**config.mk**
```make
export PLATFORM = sky130hd
export DESIGN_NAME = spi_reg_bank_flat
export DESIGN_NICKNAME = d
export VERILOG_FILES = /design/src/rtl/spi_reg_bank_if.sv /design/src/rtl/spi_reg_bank.sv /design/src/flat_wrapper.sv
export SDC_FILE = /design/constraint.sdc
export NUM_CORES = 1
export LEC_CHECK = 0
export BUFFER_PORTS_ARGS = -buffer_cell sky130_fd_sc_hd__clkbuf_2
export CAP_MARGIN = 10
export CORE_ASPECT_RATIO = 0.6
export CORE_MARGIN = 10
export CORE_UTILIZATION = 40
export CTS_BUF_LIST = sky130_fd_sc_hd__clkbuf_4
export DETAILED_ROUTE_END_ITERATION = 12
export HOLD_SLACK_MARGIN = 0.12
export PLACE_DENSITY = 0.67
export SLEW_MARGIN = 30
export SYNTH_ARGS = -nofsm -noshare
export SYNTH_HDL_FRONTEND = slang
export SYNTH_SLANG_ARGS = --single-unit
```
**constraint.sdc**
```tcl
create_clock -name SCK -period 2.7 [get_ports SCK]
set_input_delay 0 -clock SCK [delete_from_list [all_inputs] [get_ports SCK]]
set_output_delay 0 -clock SCK [all_outputs]
set_load 0.01 [all_outputs]
```
**src/rtl/spi_reg_bank_if.sv**
```systemverilog
// SPI serial lines between the FIR controller (master) and the coefficient bank (slave).
interface spi_reg_bank_if;
    logic CS;
    logic MOSI;
    logic MISO;

    modport master (output CS, output MOSI, input MISO);
    modport slave  (input CS, input MOSI, output MISO);
endinterface

```
**src/rtl/spi_reg_bank.sv**
```systemverilog
// SPI-loaded coefficient register bank with burst read/write, status byte and sticky error flag.
// Everything runs on SCK falling edges; CS high asynchronously clears the frame logic only.
module spi_reg_bank #(
    parameter int         DATA_W    = 12,
    parameter int         NUM_REGS  = 32,
    parameter logic [7:0] WRITE_CMD = 8'hFB,
    parameter logic [7:0] READ_CMD  = 8'hFC,
    parameter logic [7:0] CLR_CMD   = 8'hFD
) (
    input  logic                         SCK,
    input  logic                         Reset_n,
    spi_reg_bank_if.slave                spi,
    output logic                         load,
    output logic [7:0]                   register_address,
    output logic [DATA_W-1:0]            register_value,
    output logic [NUM_REGS*DATA_W-1:0]   regs_flat,
    output logic                         err
);

    localparam int DATA_BYTES = (DATA_W + 7) / 8;
    localparam int WORD_W     = DATA_BYTES * 8;
    localparam int CNT_W      = $clog2(WORD_W);
    localparam int RX_W       = (DATA_W > 8) ? DATA_W : 8;
    localparam logic [8:0] NUM_REGS_9 = 9'(NUM_REGS);

    typedef enum logic [2:0] {IDLE, CMD, ADDR, WDATA, RDATA, DRAIN} state_t;

    state_t                state, state_nx;
    logic                  frame_rst_n;
    logic [RX_W-2:0]       rx;
    logic [RX_W-1:0]       rx_nx;
    logic [WORD_W-1:0]     tx;
    logic [CNT_W-1:0]      cnt, cnt_nx;
    logic [7:0]            cmd_q, addr_q, rd_addr;
    logic                  byte_end, word_end;
    logic                  cmd_done, addr_done, wr_strobe, rd_strobe, rd_load;
    logic                  rd_ok, wr_ok;
    logic [DATA_W-1:0]     rd_word;
    logic [DATA_W-1:0]     regs [NUM_REGS];

    function automatic logic cmd_known(input logic [7:0] c);
        return (c == WRITE_CMD) || (c == READ_CMD) || (c == CLR_CMD);
    endfunction

    // Frame logic is held cleared whenever the chip is deselected or in reset.
    assign frame_rst_n = Reset_n & ~spi.CS;
    assign rx_nx       = {rx, spi.MOSI};
    assign byte_end    = (cnt == CNT_W'(7));
    assign word_end    = (cnt == CNT_W'(WORD_W - 1));
    assign spi.MISO    = tx[WORD_W-1];

    always_ff @(negedge SCK or negedge frame_rst_n) begin
        if (!frame_rst_n) state <= IDLE;
        else              state <= state_nx;
    end

    always_comb begin
        state_nx  = state;
        cnt_nx    = cnt + CNT_W'(1);
        cmd_done  = 1'b0;
        addr_done = 1'b0;
        wr_strobe = 1'b0;
        rd_strobe = 1'b0;
        case (state)
            IDLE: state_nx = CMD;
            CMD: if (byte_end) begin
                cmd_done = 1'b1;
                cnt_nx   = '0;
                state_nx = ADDR;
            end
            ADDR: if (byte_end) begin
                addr_done = 1'b1;
                cnt_nx    = '0;
                if (cmd_q == WRITE_CMD)     state_nx = WDATA;
                else if (cmd_q == READ_CMD) state_nx = RDATA;
                else                        state_nx = DRAIN;
            end
            WDATA: if (word_end) begin
                wr_strobe = 1'b1;
                cnt_nx    = '0;
            end
            RDATA: if (word_end) begin
                rd_strobe = 1'b1;
                cnt_nx    = '0;
            end
            DRAIN: cnt_nx = cnt;
            default: state_nx = IDLE;
        endcase
    end

    // The first read address comes straight off the shifter so no turnaround byte is needed.
    assign rd_addr = (state == ADDR) ? rx_nx[7:0] : addr_q;
    assign rd_load = (addr_done && (cmd_q == READ_CMD)) || rd_strobe;
    assign rd_ok   = {1'b0, rd_addr} < NUM_REGS_9;
    assign wr_ok   = {1'b0, addr_q} < NUM_REGS_9;

    always_comb begin
        rd_word = '0;
        for (int i = 0; i < NUM_REGS; i++)
            if (rd_addr == 8'(i)) rd_word = regs[i];
    end

    always_ff @(negedge SCK or negedge frame_rst_n) begin
        if (!frame_rst_n) begin
            rx     <= '0;
            tx     <= '0;
            cnt    <= '0;
            cmd_q  <= '0;
            addr_q <= '0;
        end else begin
            rx  <= rx_nx[RX_W-2:0];
            cnt <= cnt_nx;
            tx  <= tx << 1;
            if (cmd_done) begin
                cmd_q <= rx_nx[7:0];
                tx    <= WORD_W'({4'hA, 3'b000, err}) << (WORD_W - 8);
            end
            if (addr_done)
                addr_q <= (cmd_q == READ_CMD) ? rx_nx[7:0] + 8'd1 : rx_nx[7:0];
            if (wr_strobe || rd_strobe)
                addr_q <= addr_q + 8'd1;
            if (rd_load)
                tx <= rd_ok ? WORD_W'(rd_word) : '0;
        end
    end

    // Persistent state survives deselect; only Reset_n clears it.
    always_ff @(negedge SCK or negedge Reset_n) begin
        if (!Reset_n) begin
            load             <= 1'b0;
            register_address <= '0;
            register_value   <= '0;
            err              <= 1'b0;
            for (int i = 0; i < NUM_REGS; i++) regs[i] <= '0;
        end else begin
            load <= 1'b0;
            if (cmd_done && !cmd_known(rx_nx[7:0])) err <= 1'b1;
            if (addr_done && (cmd_q == CLR_CMD))    err <= 1'b0;
            if (rd_load && !rd_ok)                  err <= 1'b1;
            if (wr_strobe) begin
                if (wr_ok) begin
                    load             <= 1'b1;
                    register_address <= addr_q;
                    register_value   <= rx_nx[DATA_W-1:0];
                    for (int i = 0; i < NUM_REGS; i++)
                        if (addr_q == 8'(i)) regs[i] <= rx_nx[DATA_W-1:0];
                end else begin
                    err <= 1'b1;
                end
            end
        end
    end

    for (genvar g = 0; g < NUM_REGS; g++) begin : g_flat
        assign regs_flat[g*DATA_W +: DATA_W] = regs[g];
    end

endmodule
```
**src/flat_wrapper.sv**
```systemverilog
// flat-port wrapper written by rule: the top's interface ports become plain ports
module spi_reg_bank_flat 
#(
    parameter int         DATA_W    = 12,
    parameter int         NUM_REGS  = 32,
    parameter logic [7:0] WRITE_CMD = 8'hFB,
    parameter logic [7:0] READ_CMD  = 8'hFC,
    parameter logic [7:0] CLR_CMD   = 8'hFD
)
  (SCK, Reset_n, load, register_address, register_value, regs_flat, err, spi_CS, spi_MOSI, spi_MISO);
  spi_reg_bank_if spi_i ();
  input  logic SCK;
  input  logic Reset_n;
  output logic load;
  output logic [7:0] register_address;
  output logic [DATA_W-1:0] register_value;
  output logic [NUM_REGS*DATA_W-1:0] regs_flat;
  output logic err;
  input wire logic [$bits(spi_i.CS)-1:0] spi_CS;
  input wire logic [$bits(spi_i.MOSI)-1:0] spi_MOSI;
  output wire logic [$bits(spi_i.MISO)-1:0] spi_MISO;
  assign spi_i.CS = spi_CS;
  assign spi_i.MOSI = spi_MOSI;
  assign spi_MISO = spi_i.MISO;
  spi_reg_bank #(.DATA_W(DATA_W), .NUM_REGS(NUM_REGS), .WRITE_CMD(WRITE_CMD), .READ_CMD(READ_CMD), .CLR_CMD(CLR_CMD)) u_core (.SCK(SCK), .Reset_n(Reset_n), .spi(spi_i), .load(load), .register_address(register_address), .register_value(register_value), .regs_flat(regs_flat), .err(err));
endmodule
```
==> run summary, run 1 <==
After the flow finishes, the layout carries non-filler instances totaling 3792. The row count is 64, and the first-pass GRT wire length is 162 mm. The share of synthesized area spent on multiplexers works out to 0.187. After detailed placement, the total cell area comes to 26900 sq um. The endpoint class of the critical path was a register. The run gives 0 as the number of pins with negative max-slew slack in the final report. In this run, synthesis produced a sequential element count of 456. In the final layout, flip-flops and latches occupy 11400 sq um.

Setup violations remaining at the end of the flow were counted as 206. For the max-capacitance violation count, the log shows 0. The met3 track demand over resource is 0.122. The run gives 0.510 as the sequential power share. Peak-usage layer in the global routing report: met1. The checks that failed: negative setup slack.

Power spread over the standard cell area amounts to 410 nW/um^2. Main combinational cell family by area after synthesis: multiplexers. The first routing iteration left 3282 violations.

Post-DP HPWL: 82.4 mm. The simple-gate share of the synthesized area works out to 0.0906. The startpoint class of the critical path was an input port. The clock network fraction of design power is 0.428, and the routed via count divided by cell count is 5.94. Input and output buffers added on the ports amount to 410. The transition at the pin with the smallest max-transition slack is 789 ps.

After clock tree synthesis, the clock-pin slew on the worst setup and hold paths is 50 ps. Yosys mapped a number of flops with a built-in enable equal to 0. The count of mapped cells out of synthesis is 1819. The part of the Yosys area used for sequential elements came out at 0.543. The number of global-route vias before repair was 22.5k. For the core area, the log shows 51400 sq um. The run gives 64.5 ps as the maximum clock skew at final layout. The switching share of total power was 0.272.

From synthesis to final layout, the design area changed by 57.8%. In this run, placement finished with an instance count of 3165. The filler cells instantiated in the layout total 4086. The worst register-to-register path ends at u_core.tx[9]. The die footprint came out at 62400 sq um. The most used flip-flop cell after synthesis is sky130_fd_sc_hd__dfrtn_1. The final route contains 22.5k vias. In this run the critical register-to-register path is launched from u_core.state[1]. Remaining global-route overflow: 0. In this run the cell area of the synthesized design comes to 21000 sq um. Effective utilization at floorplan: 0.409. The clock period minus final worst setup slack came out at 3390 ps. The worst setup path is of the in -> reg kind. Of all nets on the critical path, the largest fanout is 7. Clock tree synthesis inserted a total of 108 buffers. The tools report the number of optimization iterations in the first detailed-route pass as 6. The wire length per cell after detailed routing is 30.5 um. The met2 demand-to-capacity share in global routing is 0.502. On the final layout, the worst hold slack is 385 ps. For flop-to-flop paths, the worst setup slack is -670 ps. Counting along the longest clock path gives a buffer depth of 3. The initial antenna violation count was 8; the vertical die dimension was 197 um. For this run, the number of Yosys warnings is 0. The logs give 0 for the count of hold-fix buffers inserted at cts and 0.284 mV for the maximum vdd ir drop. The root buffer cell is sky130_fd_sc_hd__clkbuf_4.

The clock sink count is 456. Sorting the synthesized cells by area gives the leading types as sky130_fd_sc_hd__dfrtn_1 (54%), sky130_fd_sc_hd__mux2_2 (18%), sky130_fd_sc_hd__nand2_1 (3.5%). Measured along the x axis, the die boundary spans 316 um. The CTS H-tree depth came out at 3.

For the arrival time of data at the critical path endpoint, the log shows 2810 ps. The synthesized-area fraction occupied by ao, oa, aoi and oai cells is 0.140. Setup repair after global routing could not meet its margin everywhere. The analysis attributes to net switching a power of 3.70 mW. The run gives 2120 ps as the required time of the critical path. The I/O pin total came out at 411. Number of DRC violations after detailed routing: 0. In this run the worst setup path begins at spi_MOSI. The post-synthesis share of cell area spent on xor and xnor gates is 0.00375, and the post-route worst setup slack is -692 ps.

The multi-input gate area in the final layout is 9800 sq um. The count of final hold-check violations was 0. The flow ran to the end, but the final reports show violations.

For this block, the routed nets add up to 116 mm of wire. The final period utilization is 1.26. The most frequently used cell type in the post-synthesis netlist was sky130_fd_sc_hd__dfrtn_1.

The post-synthesis share of cell area spent on full adders, half adders and majority gates was 0.00477. The tools report the global-route met1 utilization as 0.514. Share of layout cells above drive strength 1: 0.598.

By count the netlist is led by sky130_fd_sc_hd__dfrtn_1 (456), sky130_fd_sc_hd__mux2_2 (337), sky130_fd_sc_hd__nand2_1 (194). The net total in the final layout is 3024. The run gives 17.4 nW as the leakage power.

The headroom to the max-slew limit was 0.474; the global router's overall resource usage was 0.354. The share of synthesized registers carrying an async set or reset is 1.00, and the final RePlAce weighted congestion is 1.04. The finished cells cover 33100 sq um. The worst register-to-register path has a depth of 14.

The synthesized design spends more area on one cell type than any other, namely sky130_fd_sc_hd__dfrtn_1. The logs give 1831 for the post-synth net total and 68 for the number of unique standard cell types used by synthesis. For the total power of the final layout, the log shows 13.6 mW. The run gives -13390 ps as the final sum of negative setup slack. Count of antenna-violating nets left after detailed routing: 0.

Entering global routing, the biggest net connects 80 pins. The class of the tightest hold or removal check is in -> async. Cell internal power was estimated by the tool at 9.88 mW.

Upper clock frequency limit: 297 MHz. The clock reaches the later pin of the worst-skew pair after 790 ps. The share of total power in combinational logic is 0.062, and the proportion of netlist area held by the largest area contributor is 0.543. TritonCTS built the clock tree.

Averaged over all synthesized cells, the footprint is 11.5 sq um.
[what timing repair did]
| item | 4_1_cts | 5_1_grt |
|---|---|---|
| pin swaps | 49 | 64 |
| endpoints found under the setup margin | 450 | 625 |
| cloned | 1 | 3 |
| setup buffers | 367 | 66 |
| gates resized for setup | 145 | 384 |
[flip-flops by register name, indices dropped and copies added, names as in the netlist, 4 cells and up]
signal and flops:
u_core.regs_flat 384, u_core.register_address 8, u_core.register_value 12, u_core.rx 11
u_core.cmd_q 8, u_core.cnt 4, u_core.addr_q 8, u_core.tx 16
[final cells by class]
class	count	share of cell area
clock buffer	153	0.0347
antenna	3	0.000227
sequential	456	0.344
inverter	21	0.00238
multi-input combinational	1204	0.296
clock inverter	41	0.00634
tap	693	0.0262
timing repair buffer	1221	0.290
[power by group through the flow]
stage          Sequential (mW)  Clock, mW  Combinational [mW]
2_1_floorplan             7.04          0               0.256
3_3_place_gp              7.05          0               0.743
3_5_place_dp              7.05          0               0.760
4_1_cts                   6.92       5.78               0.802
5_1_grt                   6.93       6.18               0.888
6_report                  6.93       5.81               0.849
[cell families after synthesis]
group | after synthesis
AOI/OAI and AO/OA | 424
xor gates and xnor gates | 9
adders and majority gates | 8
buffers and inverters | 160
DFF | 456
muxes | 350
and+or+nand+nor | 412
[per-stage QoR]
step	worst slack, ps	utilization
2_1_floorplan	-724	-
3_3_place_gp	-2090	0.523
3_5_place_dp	-2070	0.523
4_1_cts	-657	0.617
5_1_grt	-713	0.644
6_report	-692	0.645
[layout by cell type (no fill, tap or decap), types with 11 or more instances in the layout]
| cell type | n |
|---|---|
| sky130_fd_sc_hd__a21oi_1 | 50 |
| sky130_fd_sc_hd__a221o_1 | 11 |
| sky130_fd_sc_hd__a221oi_1 | 18 |
| sky130_fd_sc_hd__a222oi_1 | 28 |
| sky130_fd_sc_hd__a22o_1 | 16 |
| sky130_fd_sc_hd__a22oi_1 | 43 |
| sky130_fd_sc_hd__buf_12 | 49 |
| sky130_fd_sc_hd__buf_2 | 118 |
| sky130_fd_sc_hd__buf_4 | 717 |
| sky130_fd_sc_hd__buf_6 | 120 |
| sky130_fd_sc_hd__clkbuf_2 | 194 |
| sky130_fd_sc_hd__clkbuf_4 | 155 |
| sky130_fd_sc_hd__clkinv_1 | 31 |
| sky130_fd_sc_hd__dfrtn_1 | 456 |
| sky130_fd_sc_hd__inv_1 | 20 |
| sky130_fd_sc_hd__mux2_2 | 335 |
| sky130_fd_sc_hd__nand2_1 | 186 |
| sky130_fd_sc_hd__nand3_1 | 27 |
| sky130_fd_sc_hd__nand4_1 | 13 |
| sky130_fd_sc_hd__nor2_1 | 60 |
| sky130_fd_sc_hd__nor2b_1 | 15 |
| sky130_fd_sc_hd__nor3_1 | 13 |
| sky130_fd_sc_hd__o21ai_0 | 96 |
| sky130_fd_sc_hd__o21ai_1 | 11 |
| sky130_fd_sc_hd__o22ai_1 | 24 |
[metal layers]
metal	wire length (um)	share of wire	vias up
li1	-	-	9193
met1	48500	0.42	11424
met2	48200	0.42	1692
met3	16600	0.14	195
met4	2340	0.020	4
met5	23	0.00020	-
[worst max-delay path, stage by stage]
cell                       delay, ps
sky130_fd_sc_hd__clkbuf_4        170
sky130_fd_sc_hd__buf_4           170
sky130_fd_sc_hd__or2_2           320
sky130_fd_sc_hd__mux2i_4         320
sky130_fd_sc_hd__a222oi_1        130
sky130_fd_sc_hd__or3_1           380
sky130_fd_sc_hd__a21oi_4         240
sky130_fd_sc_hd__o221ai_4        150
sky130_fd_sc_hd__a311o_1         400
sky130_fd_sc_hd__a21oi_4         290
sky130_fd_sc_hd__o211a_1         200
[worst max path at each step]
| stage | end | slack, ps | depth (start not counted) |
|---|---|---|---|
| finish | u_core.tx[9] | -690 | 11 |
| global route | u_core.tx[9] | -710 | 12 |
| CTS | u_core.tx[9] | -660 | 12 |
| detailed placement | u_core.tx[9] | -2070 | 11 |
| global placement | u_core.tx[9] | -2090 | 11 |
| floorplan | u_core.tx[6] | -720 | 10 |
Note: power is estimated with default switching activity, not from simulation.
==> run 2: changes to the inputs <==
--- a/config.mk
+++ b/config.mk
@@ -13,7 +13,6 @@
 export CTS_BUF_LIST = sky130_fd_sc_hd__clkbuf_4
 export DETAILED_ROUTE_END_ITERATION = 12
 export HOLD_SLACK_MARGIN = 0.12
-export PLACE_DENSITY = 0.67
 export SLEW_MARGIN = 30
 export SYNTH_ARGS = -nofsm -noshare
 export SYNTH_HDL_FRONTEND = slang
==> run summary, run 2 (synthesized netlist as in run 1, its figures left out) <==
The run finished, with violations left. The checks that failed: negative setup slack. In the layout the commonest cells are sky130_fd_sc_hd__buf_4 (780), sky130_fd_sc_hd__dfrtn_1 (456), sky130_fd_sc_hd__mux2_2 (336). The tools report the die footprint as 62400 sq um (unchanged). Width of the die: 316 um (unchanged). The tools report the startpoint of the most critical register-to-register path as u_core.state[1]. The effective utilization at floorplan came out at 0.409 (unchanged). The headroom to the max-slew limit is 0.446 (-0.0276), and the maximum clock skew at final layout is 40.9 ps (-23.6 ps).

The CTS H-tree depth was 3 (unchanged). The wire length per cell after detailed routing was 30.4 um (-0.16%). The tools report the count of routing violations after the opening detailed-route iteration as 2751 (-16%). The cell count of the worst reg-to-reg path was 11 (-3); the number of global-route vias before repair was 22.0k (-1.8%). STA classifies the critical path startpoint as a register. Post-DP HPWL: 83.8 mm (+1.6%). The cell-internal power is 10.1 mW (+1.7%), and the total of buffers placed on input and output ports is 410 (unchanged).

Clock period minus final worst setup slack: 3430 ps (+36.7 ps). Leaving out fill and tap cells, the most frequent cell in the layout is sky130_fd_sc_hd__buf_4. The count of antenna-violating nets left after detailed routing came out at 0 (unchanged). The routed via count divided by cell count works out to 5.85 (-1.4%). The final RePlAce weighted congestion is 0.986 (-5.5%), and the remaining global-route overflow is 0 (unchanged).

The area growth from synthesis to layout is 60.5%. The switching share of total power works out to 0.272 (about the same). TritonCTS built the clock tree. The number of pins with negative max-slew slack in the final report came out at 0 (unchanged). The min-delay analysis places its worst path in the category in -> async.

The share of total power in combinational logic was 0.062 (about the same). For the leakage power, the log shows 17.8 nW (+2.3%). The maximum number of pins on one net before global-route repair is 89 (+11%). For the sequential power share, the log shows 0.502 (-0.008). The root buffer cell is sky130_fd_sc_hd__clkbuf_4. The share of layout cells above drive strength 1 was 0.605 (+0.00753). The worst setup path is captured at a register.

The number of buffers added by the clock tree synthesis step was 111 (+2.8%). The logs give -13570 ps (-178 ps) for the final sum of negative setup slack and 161 mm (-0.47%) for the first-pass GRT wire length. The upper clock frequency limit was 292 MHz (-1.8%); the peak fanout along the critical path was 7 (unchanged). The number of flip-flops in the largest register works out to 384 (unchanged).

The run gives -1990 ps (+77.4 ps) as the worst slack after detailed placement. The area of all placed cells without fillers came out at 33700 sq um (+1.7%). The timing startpoint of the critical path is u_core.state[1]. Clock sink count: 456 (unchanged). Row count: 64 (unchanged). Clock network fraction of design power: 0.436 (+0.008).

The arrival time of data at the critical path endpoint came out at 5380 ps (+2570 ps). The area used by sequential logic in the layout was 11400 sq um (unchanged). The transition at the pin with the smallest max-transition slack works out to 831 ps (+41.5 ps). The global router's overall resource usage was 0.357 (+0.00264). By startpoint and endpoint, the worst setup path is classified as reg -> reg. Setup repair after global routing could not meet its margin everywhere.

The clock transition at the registers of the reported paths was 60 ps (about the same); the total of endpoints with negative setup slack in the final report was 197 (-4.4%). The count of final hold-check violations is 0 (unchanged). The logs give 117 mm (+1.2%) for the aggregate routed wire length and 8 (+2) for the number of optimization iterations in the first detailed-route pass.

The max-capacitance violation count was 0 (unchanged); the switching power was 3.76 mW (+1.7%). The vertical die dimension works out to 197 um (unchanged). The ratio of total power to cell area is 410 nW/um^2 (about the same).

The maximum buffer depth of the clock tree came out at 3 (unchanged). The tools report the initial antenna violation count as 2 (-6). For the net total in the final layout, the log shows 3073 (+1.6%). The run gives 9750 sq um (-0.49%) as the multi-input gate area in the final layout. The maximum vdd ir drop was 0.466 mV (+64%). The number of DRC violations after detailed routing is 0 (unchanged).

The fill cell instance count of the final layout came out at 4097 (+0.27%). For the I/O pin total, the log shows 411 (unchanged). The placed instance area is 26900 sq um (about the same), and the core area is 51400 sq um (unchanged).

The tools report the required time of the critical path as 4650 ps (+2530 ps). The post-route worst setup slack is -728 ps (-36.7 ps), and the final period utilization is 1.27 (+0.0136). The run gives 780 ps (about the same) as the clock latency of the later-clocked register in the worst-skew pair. The final-layout worst hold slack was 372 ps (-12.8 ps); the final core utilization was 0.656 (+0.0113). The run gives 22.5k (-0.044%) as the via total after detailed routing.
## run 2: worst paths after layout
kind	endpoint	slack (ps)
worst min register to register	u_core.tx[12]	410
worst max-delay path	u_core.tx[8]	-730
min in group SCK	u_core.tx[12]	410
worst min-delay path	u_core.regs_flat[183]	370
worst max register to register	u_core.tx[8]	-730
max in group asynchronous	u_core.regs_flat[229]	1340
## run 2: through the flow
step                power, mW  cells
finish                   13.8   3844
global route             14.2   3844
CTS                      13.7   3744
detailed placement       7.81   3163
global placement         7.80   3162
floorplan                7.30   1819
## run 2: critical path, stage by stage, from the launching register on
cell and delay [ps]:
sky130_fd_sc_hd__dfrtn_1 430, sky130_fd_sc_hd__or3b_4 510, sky130_fd_sc_hd__buf_12 190, sky130_fd_sc_hd__mux2_4 340, sky130_fd_sc_hd__buf_12 150, sky130_fd_sc_hd__a222oi_1 380, sky130_fd_sc_hd__a21oi_1 120, sky130_fd_sc_hd__or4_4 530
sky130_fd_sc_hd__o21ai_1 90, sky130_fd_sc_hd__a311oi_1 100, sky130_fd_sc_hd__buf_4 170, sky130_fd_sc_hd__a221o_1 260
## run 2: power by group through the flow
stage / logic (mW) / clock network, mW / registers [mW]
after floorplan: 0.256 / 0 / 7.04
after global placement: 0.747 / 0 / 7.06
after detailed placement: 0.757 / 0 / 7.05
after CTS: 0.802 / 6.01 / 6.93
after global routing: 0.900 / 6.41 / 6.94
final: 0.853 / 6.02 / 6.94
## run 2: layout make-up
class                           count  area share
Antenna cell                        1   0.0000742
Tap cell                          693      0.0257
Timing Repair Buffer             1268       0.302
Sequential cell                   456       0.338
Multi-Input combinational cell   1203       0.289
Clock inverter                     38     0.00583
Inverter                           21     0.00234
Clock buffer                      164      0.0365
## run 2: what timing repair did
action                                  in CTS  in global routing
hold buffers                                 0                  0
hold endpoints to repair                     0                  0
pin swaps                                   41                 73
resized for setup                          131                575
endpoints found under the setup margin     416                529
setup buffers                              381                108
## run 2: layer usage
| metal | vias up | wire (um) | track usage |
|---|---|---|---|
| met3 | 218 | 17800 | 0.168 |
| met5 | - | 0 | 0 |
| met2 | 1597 | 47700 | 0.489 |
| met1 | 11392 | 48700 | 0.497 |
| met4 | 0 | 2930 | 0.0904 |
| li1 | 9291 | - | - |
